`config.mk`:
```
export PLATFORM = sky130hd
export DESIGN_NAME = stage_wb
export DESIGN_NICKNAME = d
export VERILOG_FILES = /design/src/rtl/stage_wb.sv
export SDC_FILE = /design/constraint.sdc
export NUM_CORES = 1
export LEC_CHECK = 0
export CORE_ASPECT_RATIO = 0.6
export CORE_MARGIN = 2
export CORE_UTILIZATION = 48
export DETAILED_ROUTE_END_ITERATION = 8
export PLACE_DENSITY = 0.82
export SLEW_MARGIN = 15
export SYNTH_ARGS = -nofsm -noshare
export SYNTH_HDL_FRONTEND = slang
export SYNTH_SLANG_ARGS = --single-unit
```
`constraint.sdc`:
```
create_clock -name clk -period 2.6 [get_ports clk]
set_input_delay 0.39 -clock clk [delete_from_list [all_inputs] [get_ports clk]]
set_output_delay 0.39 -clock clk [all_outputs]
set_load 0.02 [all_outputs]
```
`src/rtl/stage_wb.sv`:
```
// stage_wb: write-back stage that holds the MEM/WB pipeline register.
// It extracts and extends load data, drives the register-file write port,
// and drives the store-data forwarding select that the memory stage uses.
// Optional macro WB_RETIRE_CNT_EN adds a 64-bit retired-instruction counter
// (wb_instret).
module stage_wb #(
  parameter int DATA_W  = 32,
  parameter int RADDR_W = 5
) (
  input  logic               clk,
  input  logic               rst,
  input  logic               wb_stall,
  input  logic               me_valid,
  input  logic               me_reg_write,
  input  logic               me_mem_read,
  input  logic               me_mem_write,
  input  logic [2:0]         me_func3_code,
  input  logic [DATA_W-1:0]  me_alu_o,
  input  logic [RADDR_W-1:0] me_rd,
  input  logic [RADDR_W-1:0] me_rs2,
  input  logic [DATA_W-1:0]  wb_mem_rdata,
  output logic               w_regs_en,
  output logic [RADDR_W-1:0] w_regs_addr,
  output logic [DATA_W-1:0]  w_regs_data,
  output logic               forward_data
`ifdef WB_RETIRE_CNT_EN
  ,
  output logic [63:0]        wb_instret
`endif
);

  typedef enum logic [2:0] {
    F3_LB  = 3'b000,
    F3_LH  = 3'b001,
    F3_LW  = 3'b010,
    F3_LBU = 3'b100,
    F3_LHU = 3'b101
  } func3_e;

  logic               r_wb_valid;
  logic               r_wb_reg_write;
  logic               r_wb_mem_read;
  logic [2:0]         r_wb_func3;
  logic [DATA_W-1:0]  r_wb_alu_o;
  logic [RADDR_W-1:0] r_wb_rd;

  logic               r_hold_vld;
  logic [DATA_W-1:0]  r_hold_data;

  logic [DATA_W-1:0]  w_ld_word;
  logic [7:0]         w_byte;
  logic [15:0]        w_half;
  logic [DATA_W-1:0]  w_load_val;
  logic               w_en;

  // MEM/WB pipeline register: reset clears, stall holds, otherwise advance
  always_ff @(posedge clk) begin
    if (rst) begin
      r_wb_valid     <= 1'b0;
      r_wb_reg_write <= 1'b0;
      r_wb_mem_read  <= 1'b0;
      r_wb_func3     <= '0;
      r_wb_alu_o     <= '0;
      r_wb_rd        <= '0;
    end else if (!wb_stall) begin
      r_wb_valid     <= me_valid;
      r_wb_reg_write <= me_reg_write;
      r_wb_mem_read  <= me_mem_read;
      r_wb_func3     <= me_func3_code;
      r_wb_alu_o     <= me_alu_o;
      r_wb_rd        <= me_rd;
    end
  end

  // Capture the RAM word once when a stall begins; the RAM may move on later
  always_ff @(posedge clk) begin
    if (rst) begin
      r_hold_vld  <= 1'b0;
      r_hold_data <= '0;
    end else if (wb_stall) begin
      if (!r_hold_vld) begin
        r_hold_vld  <= 1'b1;
        r_hold_data <= wb_mem_rdata;
      end
    end else begin
      r_hold_vld <= 1'b0;
    end
  end

  // Load extraction: select byte/halfword by address offset, then extend
  always_comb begin
    w_ld_word  = r_hold_vld ? r_hold_data : wb_mem_rdata;
    w_byte     = '0;
    w_half     = '0;
    w_load_val = '0;
    case (r_wb_alu_o[1:0])
      2'b00:   w_byte = w_ld_word[7:0];
      2'b01:   w_byte = w_ld_word[15:8];
      2'b10:   w_byte = w_ld_word[23:16];
      default: w_byte = w_ld_word[31:24];
    endcase
    w_half = r_wb_alu_o[1] ? w_ld_word[31:16] : w_ld_word[15:0];
    case (r_wb_func3)
      F3_LB:   w_load_val = {{(DATA_W-8){w_byte[7]}}, w_byte};
      F3_LBU:  w_load_val = {{(DATA_W-8){1'b0}}, w_byte};
      F3_LH:   w_load_val = {{(DATA_W-16){w_half[15]}}, w_half};
      F3_LHU:  w_load_val = {{(DATA_W-16){1'b0}}, w_half};
      F3_LW:   w_load_val = w_ld_word;
      default: w_load_val = '0;
    endcase
  end

  // Write only once per instruction (not while stalled) and never to x0
  assign w_en         = r_wb_valid & r_wb_reg_write & (r_wb_rd != '0) & ~wb_stall;
  assign w_regs_en    = w_en;
  assign w_regs_addr  = r_wb_rd;
  assign w_regs_data  = r_wb_mem_read ? w_load_val : r_wb_alu_o;
  assign forward_data = me_valid & me_mem_write & w_en & (r_wb_rd == me_rs2);

`ifdef WB_RETIRE_CNT_EN
  logic [63:0] r_instret;

  // Count each instruction that leaves WB; wraps naturally
  always_ff @(posedge clk) begin
    if (rst) begin
      r_instret <= '0;
    end else if (r_wb_valid && !wb_stall) begin
      r_instret <= r_instret + 64'd1;
    end
  end

  assign wb_instret = r_instret;
`endif

endmodule
```
==> impl_metrics.toml <==
[run_status]
run_status = "complete, but fails checks"
violated_checks = "setup timing"

[placement]
preCtsSetupSlack_ps = -526
gp_congestion = 0.912
portBuffers = 122
dpl-instance-area_mm2 = 0.00559
dp.final_hpwl_um = 9310

[synth]
mappedNetlistNets = 582
netlist_top_cells_count = "sky130_fd_sc_hd__nand2_1 (89), sky130_fd_sc_hd__dfxtp_1 (76), sky130_fd_sc_hd__mux2i_1 (62)"
synth-main-ff-cell = "sky130_fd_sc_hd__dfxtp_1"
synth.yosys.warnings = 0
synthMostInstantiatedCell = "sky130_fd_sc_hd__nand2_1"
synth_top_cell_by_area = "sky130_fd_sc_hd__dfxtp_1"
synthCells = 498
synth_enable_flop_cells = 0
share_of_synthesized_area_occupied_by_flip_flops_and_latches_pct = 36.8
yosysTopAreaCellShare_pct = 36.8
synth.cell_area_mm2 = 0.00413
async_s_r_ff_share_synth_pct = 0
yosys_register_bits = 76
distinct_cells_synth = 39
yosys-top-cells-area = "sky130_fd_sc_hd__dfxtp_1 (37%), sky130_fd_sc_hd__mux2i_1 (15%), sky130_fd_sc_hd__nand2_1 (8.1%), sky130_fd_sc_hd__a21oi_1 (5.6%), sky130_fd_sc_hd__mux2_2 (4.4%)"
synthesis.area_per_instance_um2 = 8.30

[cells_and_area]
design_area_mm2 = 0.00595
fill_cells = 632
fin_nets = 711
drive_above_1_share_pct = 20.3
antennaDiodeCount = 0
area_growth_syn_to_layout_pct = 43.9
final_util_pct = 70.6

[sta]
grt_setup_unrepaired = "true"
slew_violations = 0
layout_setup_ws_ps = -92.9
holdWs_ps = 457
layout_min_cycle_time_ps = 2690
tightest_slew_ps = 832
timing_hold_violations_final = 0
setup_viol_count_final = 9
finalCritPeriodShare_pct = 104
slew-limit-headroom_pct = 44.5
maxClockFrequency_mhz = 371
totalNegativeSetupSlack_ps = -192
fin_worst_skew_ps = 4.78

[grt]
global_route_total_usage_across_every_layer_pct = 28.0
grt_antenna_before_repair = 0
grt_pass1_vias = 4058
global_route.overflow_total = 0
grt_max_degree = 52
grt_pass1_wl_um = 19800

[pwr]
power_density_mw_per_mm2 = 562
vdd.ir_drop.worst_v = 0.000380
p_leak_nw = 2.50

[critical_path]
worst_setup_path_end_kind = "primary output"
timing_worst_setup_path_type = "register to primary output"
cp_data_arrival_time_ps = 2300
critPathMaxFanout = 6
worst-endpoint-required_ps = 2210
critical_path.startpoint_type = "register"

[floorplanning]
floorplan.die.width_um = 124
coreArea_mm2 = 0.00843
rows = 26
fp.dieH_um = 75.9
num_io_pins = 123
initial_core_util_pct = 49.0
die_area_mm2 = 0.00939

[clock_network]
tritoncts.num_buffers = 9
hold_buf_cts = 0
worst_setup_hold_path_clk_slew_ps = 60
cts-root-buf = "sky130_fd_sc_hd__clkbuf_16"
insertion_delay_ps = 340
ctsHtreeMaxLevel = 3
clkSinkCount = 76
cts.path.max_buffers = 2
cts_tree = "built"

[route]
drt_pass1_iterations = 6
wire_per_inst_um = 17.6
detail_route.drc_violations = 0
count_of_routing_violations_after_the_opening_detailed_route_iteration = 445
via_count = 4234
drt.antenna.violating_nets = 0
avgViaCountPerCell = 5.69
wl_um = 13100

[worst_hold_path]
hold_path_class = "register to register"

[flow_run]
timing.max_cap.violations = 0
final timing paths:
kind                    from              end  slack [ps]  cells past startpoint
max               r_hold_vld   w_regs_data[7]         -90                      6
min          r_hold_data[13]  r_hold_data[13]         460                      2
max reg2reg       r_hold_vld   r_hold_data[9]        1040                      6
min reg2reg  r_hold_data[13]  r_hold_data[13]         460                      2
sequential cells by signal (all words and copies together) (netlist names):
name and cells:
r_hold_data 32, r_hold_vld 1, r_wb_alu_o 32, r_wb_func3 3
r_wb_mem_read 1, r_wb_reg_write 1, r_wb_valid 1, w_regs_addr 5
critical path, cell delays in order, from the launching register on:
cell and delay [ps]:
sky130_fd_sc_hd__dfxtp_4 400, sky130_fd_sc_hd__mux2_4 320, sky130_fd_sc_hd__mux4_2 570, sky130_fd_sc_hd__buf_6 160, sky130_fd_sc_hd__nor4b_4 120, sky130_fd_sc_hd__a211o_1 250
sky130_fd_sc_hd__buf_6 140
routing by layer:
layer	global-route usage [%]	up-vias	part of all wire, %
li1	-	2011	-
met2	46.5	208	45
met4	10.1	0	2.0
met3	9.28	37	10
met5	0	-	0
met1	34.5	1978	43
cells in the final DEF, fill, tap and decap left out, types with 4 or more instances in the layout:
cell                               n
sky130_fd_sc_hd__nor2_1           48
sky130_fd_sc_hd__mux2_2           13
sky130_fd_sc_hd__a21boi_0         14
sky130_fd_sc_hd__buf_2            21
sky130_fd_sc_hd__nor4b_1           5
sky130_fd_sc_hd__buf_4            41
sky130_fd_sc_hd__nand2_1          88
sky130_fd_sc_hd__clkdlybuf4s50_1  84
sky130_fd_sc_hd__inv_1            17
sky130_fd_sc_hd__o221ai_1          6
sky130_fd_sc_hd__dfxtp_1          75
sky130_fd_sc_hd__clkbuf_2          4
sky130_fd_sc_hd__xnor2_1           4
sky130_fd_sc_hd__a21oi_1          46
sky130_fd_sc_hd__o21a_1            7
sky130_fd_sc_hd__clkbuf_16         9
sky130_fd_sc_hd__o21ai_0           8
sky130_fd_sc_hd__mux2_4            4
sky130_fd_sc_hd__o221ai_2          9
sky130_fd_sc_hd__a32oi_1          13
sky130_fd_sc_hd__mux2i_1          60
stage by stage:
stage,instances,power [mW]
after floorplan,498,1.71
after global placement,724,2.07
final,744,3.34
after global routing,744,3.47
after detailed placement,724,2.09
after CTS,742,3.31
power by group:
group / switching [mW] / leakage (nW) / internal [mW]
clock: 0.492 / 0.144 / 0.767
combinational: 0.411 / 1.73 / 0.391
sequential: 0.0454 / 0.627 / 1.23
total: 0.949 / 2.50 / 2.39
cells by family after synthesis:
kind of cell           count (synthesis)  synth area share [%]
AO/OA/AOI/OAI                        112                  18.0
XOR/XNOR                               5                  1.06
AND/OR/NAND/NOR                      163                  17.2
flip-flops                            76                  36.8
buffers and inverters                 61                  6.06
multiplexers                          81                  20.8
cell type report:
class                           instances  area (um^2)  area share, %
Clock inverter                          6         63.8           1.07
Inverter                               17         63.8           1.07
Tap cell                              112          140           2.36
Multi-Input combinational cell        361         2480           41.7
Clock buffer                           10          239           4.02
Sequential cell                        76         1530           25.7
Timing Repair Buffer                  162         1430           24.1
what timing repair did:
| action | 4_1_cts | 5_1_grt |
|---|---|---|
| setup buffers | 2 | 2 |
| setup endpoints to repair | 32 | 32 |
| hold endpoints to repair | 0 | 0 |
| pin swaps | 2 | 0 |
| gates cloned | 0 | 0 |
| resized for setup | 142 | 47 |
Note: power is estimated with default switching activity, not from simulation.
